### config.mk
export PLATFORM = sky130hd
export DESIGN_NAME = arithmetic_div
export DESIGN_NICKNAME = d
export VERILOG_FILES = /design/src/rtl/arithmetic_div.sv
export SDC_FILE = /design/constraint.sdc
export NUM_CORES = 1
export LEC_CHECK = 0
export CAP_MARGIN = 20
export CORE_MARGIN = 2
export CORE_UTILIZATION = 45
export CTS_CLUSTER_SIZE = 12
export DETAILED_ROUTE_END_ITERATION = 8
export SETUP_SLACK_MARGIN = 0.3
export SKIP_LAST_GASP = 1
export SLEW_MARGIN = 40
export SYNTH_ARGS = -nofsm -noshare
export SYNTH_HDL_FRONTEND = slang
export SYNTH_SLANG_ARGS = --single-unit
### constraint.sdc
create_clock -name clk -period 7.1 [get_ports clk]
set_input_delay 1.775 -clock clk [delete_from_list [all_inputs] [get_ports clk]]
set_output_delay 1.775 -clock clk [all_outputs]
set_load 0.01 [all_outputs]
### src/rtl/arithmetic_div.sv
// arithmetic_div: sequential signed divider, non-restoring radix-2, one
// quotient bit per clock. Result packs {remainder, quotient} into out.
// Optional build macro DIV_ZERO_TRAP_EN: a zero divisor skips the iterations
// and raises div_zero; without it div_zero is tied low.
module arithmetic_div #(
    parameter int WIDTH      = 32,
    parameter int ITER_CNT_W = 6
) (
    input  logic                 clk,
    input  logic                 clr,
    input  logic                 start,
    input  logic [WIDTH-1:0]     q,
    input  logic [WIDTH-1:0]     m,
    output logic                 busy,
    output logic                 done,
    output logic                 div_zero,
    output logic [2*WIDTH-1:0]   out
);

    typedef enum logic [2:0] {
        S_IDLE,
        S_SETUP,
        S_ITER,
        S_CORRECT,
        S_SIGN,
        S_DONE
    } state_t;

    state_t                 state_reg;
    state_t                 state_next;

    // Operands as captured at acceptance, plus the result signs
    logic [WIDTH-1:0]       q_in_reg;
    logic [WIDTH-1:0]       m_in_reg;
    logic                   sign_q_reg;
    logic                   sign_r_reg;
    logic                   trap_reg;

    // Working registers: partial remainder A (signed), quotient Q, divisor M
    logic [WIDTH:0]         a_reg;
    logic [WIDTH-1:0]       qr_reg;
    logic [WIDTH:0]         m_reg;
    logic [ITER_CNT_W-1:0]  cnt_reg;
    logic [2*WIDTH-1:0]     out_reg;

    // Datapath helpers
    logic [WIDTH-1:0]       q_abs;
    logic [WIDTH-1:0]       m_mag;
    logic [WIDTH:0]         m_abs;
    logic [WIDTH:0]         a_shift;
    logic [WIDTH:0]         a_step;
    logic [WIDTH-1:0]       quo_signed;
    logic [WIDTH-1:0]       rem_signed;
    logic                   last_iter;
    logic                   m_is_zero;

    // |q| fits in WIDTH unsigned bits, so the most negative dividend is exact.
    // The divisor magnitude is zero-extended so A-M never overflows.
    always_comb begin
        q_abs      = sign_q_reg ? (~q_in_reg + 1'b1) : q_in_reg;
        m_mag      = m_in_reg[WIDTH-1] ? (~m_in_reg + 1'b1) : m_in_reg;
        m_abs      = {1'b0, m_mag};
        a_shift    = {a_reg[WIDTH-1:0], qr_reg[WIDTH-1]};
        a_step     = a_reg[WIDTH] ? (a_shift + m_reg) : (a_shift - m_reg);
        quo_signed = sign_r_reg ? (~qr_reg + 1'b1) : qr_reg;
        rem_signed = sign_q_reg ? (~a_reg[WIDTH-1:0] + 1'b1) : a_reg[WIDTH-1:0];
        last_iter  = (cnt_reg == ITER_CNT_W'(WIDTH - 1));
        m_is_zero  = (m == '0);
    end

    // State register
    always_ff @(posedge clk) begin
        if (!clr) begin
            state_reg <= S_IDLE;
        end else begin
            state_reg <= state_next;
        end
    end

    // Next-state and handshake outputs
    always_comb begin
        state_next = state_reg;
        busy       = 1'b0;
        done       = 1'b0;
        case (state_reg)
            S_IDLE: begin
                if (start) begin
                    state_next = S_SETUP;
                end
            end
            S_SETUP: begin
                busy       = 1'b1;
                state_next = trap_reg ? S_DONE : S_ITER;
            end
            S_ITER: begin
                busy = 1'b1;
                if (last_iter) begin
                    state_next = S_CORRECT;
                end
            end
            S_CORRECT: begin
                busy       = 1'b1;
                state_next = S_SIGN;
            end
            S_SIGN: begin
                busy       = 1'b1;
                state_next = S_DONE;
            end
            S_DONE: begin
                done       = 1'b1;
                state_next = S_IDLE;
            end
            default: begin
                state_next = S_IDLE;
            end
        endcase
    end

    // Operand capture, iteration datapath and result register
    always_ff @(posedge clk) begin
        if (!clr) begin
            q_in_reg   <= '0;
            m_in_reg   <= '0;
            sign_q_reg <= 1'b0;
            sign_r_reg <= 1'b0;
            a_reg      <= '0;
            qr_reg     <= '0;
            m_reg      <= '0;
            cnt_reg    <= '0;
            out_reg    <= '0;
        end else begin
            case (state_reg)
                S_IDLE: begin
                    if (start) begin
                        q_in_reg   <= q;
                        m_in_reg   <= m;
                        sign_q_reg <= q[WIDTH-1];
                        sign_r_reg <= q[WIDTH-1] ^ m[WIDTH-1];
                    end
                end
                S_SETUP: begin
                    a_reg   <= '0;
                    qr_reg  <= q_abs;
                    m_reg   <= m_abs;
                    cnt_reg <= '0;
                    if (trap_reg) begin
                        out_reg <= {q_in_reg, {WIDTH{1'b1}}};
                    end
                end
                S_ITER: begin
                    a_reg   <= a_step;
                    qr_reg  <= {qr_reg[WIDTH-2:0], ~a_step[WIDTH]};
                    cnt_reg <= cnt_reg + 1'b1;
                end
                S_CORRECT: begin
                    if (a_reg[WIDTH]) begin
                        a_reg <= a_reg + m_reg;
                    end
                end
                S_SIGN: begin
                    out_reg <= {rem_signed, quo_signed};
                end
                default: begin
                end
            endcase
        end
    end

`ifdef DIV_ZERO_TRAP_EN
    logic dz_reg;

    // Zero-divisor trap: decided at acceptance, flag held until next start
    always_ff @(posedge clk) begin
        if (!clr) begin
            trap_reg <= 1'b0;
            dz_reg   <= 1'b0;
        end else if (state_reg == S_IDLE && start) begin
            trap_reg <= m_is_zero;
            dz_reg   <= 1'b0;
        end else if (state_reg == S_SETUP && trap_reg) begin
            dz_reg   <= 1'b1;
        end
    end

    assign div_zero = dz_reg;
`else
    // Without the trap a zero divisor simply runs the full sequence
    always_comb begin
        trap_reg = 1'b0 & m_is_zero;
    end

    assign div_zero = 1'b0;
`endif

    assign out = out_reg;

endmodule

# Word-level counts from Yosys, hierarchy flattened

Index checks and enable logic that the tools add are counted.
W data, S select, Z words.

Add/sub/neg operators: 8
Equality and inequality tests: 9
Multiplexer cells: 14
Bitwise gates (word level): 6
Reductions and logical operators: 7

Operator list:

| kind                    | number |
|---|---|
| $add A32 B1 Y32 const B | 4 |
| $mux W32                | 4 |
| $not A32 Y32            | 4 |
| $pmux W33 S3            | 1 |
| $add A33 B32 Y33        | 2 |
| $mux W33                | 2 |
| $pmux W32 S2            | 1 |
| $sub A33 B32 Y33        | 1 |
| $pmux W3 S5             | 1 |
| $pmux W6 S2             | 1 |
| $add A6 B1 Y6 const B   | 1 |
| $eq A3 B2 Y1 const B    | 2 |
| $eq A3 B3 Y1 const B    | 2 |
| $eq A6 B5 Y1 const B    | 1 |
| $mux W3                 | 2 |
| $ne A2 B2 Y1 const B    | 3 |
| $reduce_and A2 Y1       | 3 |
| $reduce_or A4 Y1        | 1 |
| $eq A3 B1 Y1 const B    | 1 |
| $logic_not A3 Y1        | 1 |
| $reduce_bool A3 Y1      | 1 |
| $mux W1                 | 2 |
| $reduce_bool A2 Y1      | 1 |
| $not A1 Y1              | 1 |
| $xor A1 B1 Y1           | 1 |

Bits in registers: 236
Bits of input ports: 67
Output and inout port bits: 67
Word-level logic and storage cells: 55

# Depth between registers and ports, before layout

Depth after elaboration: 4
Gate-level depth with buffers: 17
Depth with buffers taken out: 16

# Worst setup path after synthesis

OpenSTA, ideal clock, no wires.

Kind: reg2reg
Start: register m_reg[2]
End: register qr_reg[0]
Arrival: 4160 ps
Slack: 2808 ps
Stages on the path, launching flop included: 18
Path buffers: 1
Clock period less this slack: 4292 ps
Cells stage by stage: dfxtp_1 -> nor4_1 -> or2b_1 -> nor4_1 -> nand2_1 -> nor3_1 -> a21oi_1 -> xor2_1 -> ha_1 -> clkbuf_1 -> nand2_1 -> o21ai_0 -> nor2_1 -> a2111oi_1 -> nor2_1 -> a41oi_1 -> nand4_1 -> nor4bb_2

Cells in the longest elaborated chain, start to end: 4

Ends and longest elaborated chain:

| element                                                     | RTL line | RTL |
|---|---|---|
| start: declaration                                          | 42       | `logic [WIDTH:0] m_reg;` |
| start signal: assignment                                    | 144      | `m_reg <= m_abs;` |
| $sub A33 B32 Y33 / $add A33 B32 Y33 (equally long branches) | 64       | `a_step = a_reg[WIDTH] ? (a_shift + m_reg) : (a_shift - m_reg);` |
| $mux W33 (*)                                                | 64       |  |
| $not A1 Y1 (*)                                              | 152      | `qr_reg <= {qr_reg[WIDTH-2:0], ~a_step[WIDTH]};` |
| $pmux W32 S2 (*)                                            | 132      | `case (state_reg)` |
| end signal: assignment                                      | 143      | `qr_reg <= q_abs;` |
| end signal: assignment                                      | 152      |  |
| end: declaration                                            | 41       | `logic [WIDTH-1:0] qr_reg;` |

Mark *: on every way between the ends. The rest lies on a longest branch, timed or not.
A chain may end at the register's enable or synchronous reset.

# Worst setup path in the final report

Ends and elaborated chain as after synthesis.

==> metrics.cfg <==
[run_status]
status=finished, final reports clean

[setup_path]
crit-reg2reg-launch=m_reg[2]
crit_path_max_incr_delay_ns=0.58
cp-startpoint=m_reg[2]
startpoint_type=register
crit_slowest_cell=nor4_1
critical_path.max_fanout=9
crit_chain=nor4_1 > or2b_1 > nor4_1 > nand2_1 > nor3_1 > a21oi_1 > xor2_1 > ha_1 > nand2_1 > o21ai_0 > nor2_1 > a2111oi_1 > nor2_1 > a41oi_1 > nand4_1 > nor4bb_2
worstPathRequired_ns=7.52
endpoint_kind=register
critical_path_class=register to register
arrival_ns=5.80

[logic_synthesis]
yosysTopAreaCell=dfxtp_1
netlist_area_um2=15300
synth_most_common_cell=nand2_1
async_flop_share_pct=0
yosys-top-cells-count=280 x nand2_1, 235 x dfxtp_1, 210 x a21oi_1
ys.warnings.count=0
synth-seq-cells=235
synth.distinct_cells=83
syn_area_per_cell_um2=7.69
synthCells=1993
synth_fp_nets=2133
yosysSeqAreaShare_pct=30.7
synth-edff-count=0
synthTopCellsByArea=dfxtp_1 31%, xor2_1 7.2%, a21oi_1 6.9%
synth_top_cell_area_share_pct=30.7
synth_ff_type=dfxtp_1

[global_routing]
grt_use_total_pct=24.2
overflow=0
grt_start_max_net_pins=136
grt_pass1_wl_um=70300
antenna_found_initial=0
first_global_vias=12800

[sta]
finalCriticalPeriod_ns=5.38
hold_ws_ns=0.456
layout_worst_path_cycle_share_pct=75.8
tightestPinTransition_ns=0.826
hold_viol_final=0
tns_ns=0
slew_violations=0
finalSetupViolations=0
slew_headroom_pct=44.9
max_freq_ghz=0.186
fin_skew_ns=0.0213
grt_setup_unrepaired=no

[route]
wl_per_cell_um=17.5
vias_per_cell=5.77
routed_wl_um=44000
drc=0
first_pass_iters=5
via_count=14500
first_iter_violations=1034
ant_nets=0

[finish]
utilization_pct=53.2
fin_cells=2510
nFillCells=3333
drive_above_1_share_pct=4.85
largest_reg_flops=64
antenna-diode-count=0
finalNetCount=2180
syn2layout_area_growth_pct=16.4

[floorplan]
core_um2=33500
die_h_um=189
io_pins=134
num_rows=67
die_x_um=189
start_util_pct=45.7
die_area_um2=35600

[clock_tree]
clock_latency_ns=0.58
cts_setup_buffers=0
cts_tree=done
tritoncts.num_buffers=28
cts_root_buf=clkbuf_16
hold_buffers=0
cts.sinks=235
htreeDepth=1
cts.clk_slew.worst_paths_ns=0.06
cts_resized=0
clock_tree.buffer_depth=3

[pwr]
power_mw=6.21
p_leak_nw=6.72
p_per_area_nw_per_um2=348
peakVddDrop_uv=236

[placed_design]
routabilityCongestion=0.887
place_inst=2458
dp_hpwl_um=32800
io_buffers=132

[worst_hold_path]
min_from=out[53]
hp-class=register to register

[flow_run]
drv_cap=0

[metrics by stage]
step | area (um2) | setup slack [ns]
after detailed placement | 16900 | 1.75
after global placement | 16900 | 1.81
after floorplan | 15300 | 2.81
after CTS | 17800 | 1.75
final | 17800 | 1.72
after global routing | 17800 | 1.15
[worst paths after layout]
kind                                   to  slack [ns]  cells past startpoint
worst max register to register  qr_reg[0]        1.72                     16
worst min register to register    out[53]        0.46                      2
worst max-delay path            qr_reg[0]        1.72                     16
worst min-delay path              out[53]        0.46                      2
[cells in the final DEF (no fill, tap or decap), types with 7 or more instances in the layout]
cell type / n
nor2b_1: 11
clkbuf_8: 8
o41ai_1: 22
a222oi_1: 15
ha_1: 71
o31ai_1: 38
a22oi_1: 33
o21ai_0: 99
clkdlybuf4s50_1: 132
nand2b_1: 9
buf_4: 12
or3_1: 13
nor2_1: 185
and2_1: 9
xnor2_1: 59
a31oi_1: 14
nand4_1: 19
dfxtp_1: 232
o22ai_1: 10
or4_1: 10
nand2_1: 280
a21oi_1: 210
clkbuf_16: 28
a211oi_1: 91
a21o_1: 28
mux2i_1: 11
o21a_1: 9
o21bai_1: 11
nor3_1: 38
nand3_1: 44
nand3b_1: 7
nor4_1: 19
xor2_1: 126
inv_1: 34
[layout make-up]
type | instances | area [um2] | share of cell area [%]
multi-input combinational | 1595 | 10000 | 56.3
clock inverter | 11 | 144 | 0.806
timing repair buffer | 145 | 1420 | 7.97
inverter | 35 | 139 | 0.778
tap | 448 | 561 | 3.14
sequential | 235 | 4710 | 26.4
clock buffer | 41 | 830 | 4.65
[critical path, delay by kind of cell (launching register included)]
kind	cells	cell delay, ns
AND/OR/NAND/NOR	10	2.83
AO/OA/AOI/OAI	4	1.40
adder cells (fa/ha/maj)	1	0.43
flip-flops	1	0.38
XOR/XNOR	1	0.20
[power by group]
part | total [mW] | switching, mW | internal, mW | leakage [nW]
logic | 2.98 | 1.80 | 1.17 | 4.33
clock network | 1.49 | 0.606 | 0.887 | 0.477
registers | 1.74 | 0.283 | 1.46 | 1.91
total | 6.21 | 2.69 | 3.52 | 6.72
[routing by layer]
metal	track usage, %	vias up	wire (um)
li1	-	7385	-
met1	40.2	6622	23300
met2	32.0	429	16400
met3	3.89	36	3560
met4	4.48	0	661
met5	0	-	0
[cells by family (layout without fill, tap and decap cells)]
| kind of cell | Yosys count | count (layout) | share of synthesized area [%] |
|---|---|---|---|
| buffers and inverters | 163 | 232 | 4.06 |
| other | 1 | 1 | 0.0245 |
| and+or+nand+nor | 690 | 690 | 20.9 |
| muxes | 14 | 14 | 0.939 |
| DFF | 235 | 235 | 30.7 |
| AOI/OAI and AO/OA | 631 | 631 | 26.6 |
| xor gates and xnor gates | 186 | 186 | 10.7 |
| adders and majority gates | 73 | 73 | 6.06 |
(Power assumes the default switching activity.)
